==> src/rtl/inst_fetch_buffer.sv <==
// Purpose: sequential instruction prefetch into a DEPTH-entry queue feeding the core; redirect flushes and refetches.
// Latency: one idle cycle after reset before the first request; ack to out_inst_valid is one cycle (zero with FETCH_BYPASS_EN).
// Backpressure: a fetch is issued only while a queue slot is free; one request open at a time, core pops on valid & ready.
module inst_fetch_buffer #(
    parameter int          DEPTH    = 4,
    parameter logic [63:0] RESET_PC = 64'h0
) (
    input  logic        in_Clk,
    input  logic        in_Rst,
    input  logic        in_redirect,
    input  logic [63:0] in_redirect_pc,
    input  logic        in_inst_ready,
    output logic        out_inst_valid,
    output logic [31:0] out_inst,
    output logic [63:0] out_inst_pc,
    output logic        out_mem_req,
    output logic [63:0] out_mem_addr,
    input  logic        in_mem_ack,
    input  logic [31:0] in_mem_data
);
    localparam int AW = $clog2(DEPTH);
    localparam int CW = AW + 1;

    localparam logic [1:0] IDLE = 2'd0;
    localparam logic [1:0] REQ  = 2'd1;
    localparam logic [1:0] DROP = 2'd2;

    logic [1:0]    state, state_nxt;
    logic [63:0]   fetch_pc, drop_addr;
    logic [AW-1:0] head, tail;
    logic [CW-1:0] count, count_nxt;
    logic [31:0]   inst_mem [DEPTH];
    logic [63:0]   pc_mem   [DEPTH];

    logic ack_req, push, pop, fifo_valid, bypass_take;

    assign fifo_valid = (count != '0);
    assign ack_req    = (state == REQ) && in_mem_ack;
    assign pop        = fifo_valid && in_inst_ready && !in_redirect;

`ifdef FETCH_BYPASS_EN
    logic bypass;
    // Empty queue and a live response: hand the word straight to the core.
    assign bypass         = !fifo_valid && ack_req && !in_redirect;
    assign bypass_take    = bypass && in_inst_ready;
    assign out_inst_valid = fifo_valid || bypass;
    assign out_inst       = fifo_valid ? inst_mem[head] : (bypass ? in_mem_data : 32'h0);
    assign out_inst_pc    = fifo_valid ? pc_mem[head]   : (bypass ? fetch_pc    : 64'h0);
`else
    assign bypass_take    = 1'b0;
    assign out_inst_valid = fifo_valid;
    assign out_inst       = fifo_valid ? inst_mem[head] : 32'h0;
    assign out_inst_pc    = fifo_valid ? pc_mem[head]   : 64'h0;
`endif

    assign push      = ack_req && !in_redirect && !bypass_take;
    assign count_nxt = count + CW'(push) - CW'(pop);

    assign out_mem_req  = (state != IDLE);
    assign out_mem_addr = (state == DROP) ? drop_addr : fetch_pc;

    always_comb begin
        state_nxt = state;
        case (state)
            IDLE: if (!in_redirect && (count < CW'(DEPTH))) state_nxt = REQ;
            REQ: begin
                if (in_mem_ack)
                    state_nxt = (!in_redirect && (count_nxt < CW'(DEPTH))) ? REQ : IDLE;
                else if (in_redirect)
                    state_nxt = DROP;
            end
            DROP: if (in_mem_ack) state_nxt = IDLE;
            default: state_nxt = IDLE;
        endcase
    end

    always_ff @(posedge in_Clk) begin
        if (in_Rst) begin
            state     <= IDLE;
            fetch_pc  <= RESET_PC;
            drop_addr <= RESET_PC;
            head      <= '0;
            tail      <= '0;
            count     <= '0;
        end else begin
            state <= state_nxt;
            // The aborted request stays open in DROP, so keep its address on the bus.
            if (state == REQ && state_nxt == DROP)
                drop_addr <= fetch_pc;
            if (in_redirect) begin
                fetch_pc <= in_redirect_pc & ~64'h3;
                head     <= '0;
                tail     <= '0;
                count    <= '0;
            end else begin
                if (ack_req)
                    fetch_pc <= fetch_pc + 64'd4;
                if (push)
                    tail <= tail + AW'(1);
                if (pop)
                    head <= head + AW'(1);
                count <= count_nxt;
            end
        end
    end

    always_ff @(posedge in_Clk) begin
        if (push) begin
            inst_mem[tail] <= in_mem_data;
            pc_mem[tail]   <= fetch_pc;
        end
    end
endmodule

==> config.mk <==
export PLATFORM = sky130hd
export DESIGN_NAME = inst_fetch_buffer
export DESIGN_NICKNAME = d
export VERILOG_FILES = /design/src/rtl/inst_fetch_buffer.sv
export SDC_FILE = /design/constraint.sdc
export NUM_CORES = 1
export LEC_CHECK = 0
export CAP_MARGIN = 15
export CORE_MARGIN = 2
export CORE_UTILIZATION = 55
export CTS_BUF_LIST = sky130_fd_sc_hd__clkbuf_8
export DETAILED_ROUTE_END_ITERATION = 8
export GPL_ROUTABILITY_DRIVEN = 0
export PLACE_DENSITY = 0.89
export SETUP_SLACK_MARGIN = 0.15
export SLEW_MARGIN = 15
export SYNTH_ARGS = -nofsm -noshare
export SYNTH_HDL_FRONTEND = slang
export SYNTH_SLANG_ARGS = --single-unit
==> constraint.sdc <==
create_clock -name in_Clk -period 5.4 [get_ports in_Clk]
set_clock_uncertainty 0.2 [all_clocks]
set_input_delay 0.81 -clock in_Clk [delete_from_list [all_inputs] [get_ports in_Clk]]
set_output_delay 0.81 -clock in_Clk [all_outputs]
set_load 0.05 [all_outputs]
After elaboration in Yosys (flattened, before gate mapping)
Memory sizes are Yosys's and may differ from the RTL's. A register that Yosys moved wholly into a read port is not among the register bits. Index checks and enable logic that the tools add are counted.

Add/sub/neg operators: 5. Magnitude comparators: 2. Equality and inequality tests: 3. Multiplexer cells: 17. Reductions and logical operators: 13.

Operator list (number): 64-bit two-way mux (4); 64-bit by 3-bit adder with 64-bit output (second input constant) (1); 32-bit two-way mux (1); 2-bit two-way mux (8); 1-bit logical AND (7); 3-bit less-than comparator (second input constant) (2); 2-bit case mux with 3 select lines (1); 2-bit by 1-bit adder with 2-bit output (second input constant) (2); 2-bit equality test (second input constant) (2); 2-bit nonzero test (2); 3-bit by 1-bit adder with 3-bit output (1); 1-bit two-way mux (3); 3-bit nonzero test (1); 3-bit by 1-bit subtractor with 3-bit output (1); 2-bit by 1-bit equality test with 1-bit output (second input constant) (1); 2-bit logical NOT (1); 2-bit OR reduction (1); 1-bit logical NOT (1).

Register bits after elaboration: 137. Memory bits (writable): 384. Input bits: 101. Output and inout bits: 162. Logic and storage cells: 49. Memories: 2.

Memory list: pc_mem (words 4, bits a word 64, read ports 1, clocked after memory_dff 1, write ports 1, line 33) `logic [63:0] pc_mem [DEPTH];`; inst_mem (words 4, bits a word 32, read ports 1, clocked after memory_dff 1, write ports 1, line 32) `logic [31:0] inst_mem [DEPTH];`.

Logic depth before layout (Yosys ltp)
Depth in word-level cells: 12. Gate-level depth with buffers: 12. Depth with buffers taken out: 11.

Least setup slack after synthesis
No wires, ideal clock.

Kind: input -> register. From: input in_redirect. To: memory inst_mem[0][0] (enable). Setup time: 0.463 ns. Arrival: 3.609 ns. Data required time: 4.737 ns. Setup slack: 1.127 ns. Stages: 4. Path buffers: 2. Cell sequence: clkbuf_1 -> buf_1 -> nor2_1 -> and2_1.

Longest elaborated chain between the ends: 4.

Ends and longest elaborated chain: start: declaration (line 10) `input logic in_redirect,`; 1-bit logical NOT (line 56) `assign push = ack_req && !in_redirect && !bypass_take;`; 1-bit logical AND (line 56); 1-bit two-way mux (line 108) `if (push) begin`; 1-bit two-way mux (not written as such) (line 109) `inst_mem[tail] <= in_mem_data;`; end: declaration (line 32).

Every way passes these cells.

==> qor.txt <==
Detailed placer's ending HPWL -> 32,300 microns
Clock Power Share -> 0.399
GRT Util Overall -> 0.259
Core footprint -> 37,800 sq um
Synth Area in XOR/XNOR -> 0.0145
Slew @ Worst Pin -> 0.999 ns
Rel. slew slack -> 0.334
Setup Viol. Count Final -> 0
Largest fanout on the critical path -> 31
TritonCTS buffer count -> 80
Drt pass-1 iters -> 7
Initial Util -> 0.560
VDD IR max -> 0.193 mV
Fmax -> 0.228 GHz
Area leader, netlist -> edfxtp_1
Max Slew Vio Count -> 0
First-pass GRT wire length -> 80,300 microns
Number of flops mapped to enable cells by yosys -> 376
Yosys top cell area share -> 0.532
WL final -> 52,300 microns
Worst hold slack -> 0.253 ns
Die width -> 200 microns
WP data arrival -> 3.39 ns
Placement Setup Slack -> 1.08 ns
Vias in the first global route -> 14,000
CTS Buffer Depth -> 3
Critical path buffers and inverters -> 2
CTS resizes -> 0
Critical path start-end classification -> reg -> out
Minimum clock period -> 4.40 ns
DR iter-0 viols -> 1,315
Family with the most delay on the worst path -> buffers and inverters
Internal power -> 6.29 mW
Congestion Overflow GR -> 0
Worst-path clk slew -> 0.06 ns
Top cells by count, synth -> edfxtp_1, nand2_1, dfxtp_1, and2_1, mux4_2
Synth Area in Adders -> 0.00507
Cell Area, Placed -> 24,200 sq um
Post-Layout Cell Count -> 2,316
Mean number of vias per cell -> 6.02
Tightest Hold Check Type -> reg -> reg
Synth Cell Area -> 21,200 sq um
N_diodes -> 0
Clock sinks -> 511
#FFs+latches synth -> 511
Multi-input gate area -> 6730 sq um
Slowest stage cell, crit path -> dfxtp_4
Final setup margin -> 1.00 ns
Initial antenna violation count -> 3
Compound-gate portion of the synthesized area -> 0.0498
Mean Syn Cell Area -> 14.2 sq um
Run status -> finished clean
CTS Hold Bufs -> 0
Register area share after synthesis -> 0.660
Final core utilization -> 0.683
Design Area, Final -> 25,900 sq um
Top cells by area, synth -> edfxtp_1, dfxtp_1, mux4_2
Sw frac -> 0.234
DP Cell Count -> 2,170
CP required -> 4.39 ns
Setup Buffers After CTS -> 0
Slowest Stage Delay on Critical Path -> 0.79 ns
Largest family of logic cells by synthesized area -> multiplexers
Combinational power share -> 0.068
Root buf cell -> clkbuf_8
Count leader, synth -> edfxtp_1
NetSw -> 1.92 mW
P per Cell Area -> 317 nW/um^2
Critical-path cell list -> buf_4, mux4_2, and2_1, clkdlybuf4s50_1
Synthesized netlist cell count -> 1,489
Number of port buffers -> 256
Post-synth cell types -> 48
Synth Warn # -> 0
Ratio of final minimum period to clock period -> 0.814
Worst skew pair latency -> 0.62 ns
Post-synthesis mux area share -> 0.131
Layout fillers -> 2,503
Total design power -> 8.21 mW
Commonest register cell after synthesis -> edfxtp_1
Die height -> 200 microns
FF+latch area -> 14,000 sq um
Via total after detailed routing -> 13,900
Sequential power share -> 0.533
Syn-to-layout area delta -> 21.9%
Largest net degree at the start of global routing -> 91
Layout cell share with drive strength beyond 1 -> 0.164
Simple-gate share of the synthesized area -> 0.115
DRC errors left -> 0
Row count -> 71
RSZ-0062 raised after global routing -> no
Ports -> 263
CP endpoint kind -> primary output
Async SR Flop Fraction -> 0
Type of origin of the critical path -> register
Max-cap violations -> 0
ANT nets after route -> 0
Routed wire per std cell -> 22.6 microns
Nets@finish -> 1,850
H-tree Lvls -> 3
Post-Route Setup TNS -> 0 ns
Leakage -> 8.37 nW
Die Area -> 40,100 sq um
Final hold vios -> 0
CTS tree -> yes
[cells by family (layout without fill, tap and decap cells)]
| kind of cell | after synthesis | after routing |
|---|---|---|
| buffers and inverters | 132 | 445 |
| AOI/OAI and AO/OA | 164 | 164 |
| DFF | 511 | 511 |
| other | 1 | 4 |
| muxes | 153 | 153 |
| xor gates and xnor gates | 35 | 35 |
| adders and majority gates | 8 | 8 |
| and+or+nand+nor | 485 | 485 |
[final cells by class]
class                           instances  share of cell area
Inverter                               25             0.00363
Sequential cell                       511               0.541
Timing Repair Buffer                  274               0.106
Multi-Input combinational cell        849               0.260
Tap cell                              511              0.0247
Clock buffer                           99              0.0527
Clock inverter                         47              0.0108
[routing by layer]
| metal | share of wire | GRT usage | routed length (microns) |
|---|---|---|---|
| met5 | 0.00050 | 0 | 26 |
| met4 | 0.030 | 0.108 | 1580 |
| met3 | 0.097 | 0.0586 | 5060 |
| met2 | 0.49 | 0.421 | 25500 |
| met1 | 0.39 | 0.339 | 20200 |
[placed cells by master (no fill, tap or decap), drive strengths merged, types with 10 or more instances in the layout]
cell type	instances
mux2	53
a21oi	72
nor3	11
clkbuf	99
a2111oi	12
nor4	20
a211oi	23
mux4	94
or4	17
xor2	10
buf	20
clkdlybuf4s50	254
edfxtp	376
inv	47
and3	11
dfxtp	135
xnor2	25
nand4	20
nand2	174
clkinv	17
a311oi	24
or3	16
nor2	77
and2	101
o21ai	17
nand3	16
[path summary, 6_finish.rpt]
kind / end / from / cells after the start / slack [ns]
max: out_inst_pc[55] / register / 4 / 1.00
min: drop_addr[56] / drop_addr[56] / 2 / 0.25
max reg2reg: fetch_pc[42] / fetch_pc[2] / 6 / 1.62
min reg2reg: drop_addr[56] / drop_addr[56] / 2 / 0.25
[worst reg2reg max path: stages, from the launching register on]
cell and delay [ns]:
dfxtp_1 0.57, ha_1 0.22, nand4b_1 0.33, or3_1 0.64, or4_1 0.87, or4_1 0.53
a311oi_1 0.32
[power groups by stage]
stage | Sequential [mW] | Clock, mW | Combinational, mW
floorplan | 4.41 | 0 | 0.344
global placement | 4.44 | 0 | 0.544
detailed placement | 4.45 | 0 | 0.555
CTS | 4.37 | 3.34 | 0.558
global route | 4.38 | 3.50 | 0.585
finish | 4.37 | 3.27 | 0.559
[sequential cells by signal, summed over array words and instances, names as in the netlist, named ones only]
register / cells
drop_addr: 62
tail: 2
count: 3
head: 2
pc_mem: 248
inst_mem: 128
fetch_pc: 62
state: 2
Note: power is estimated with default switching activity, not from simulation.
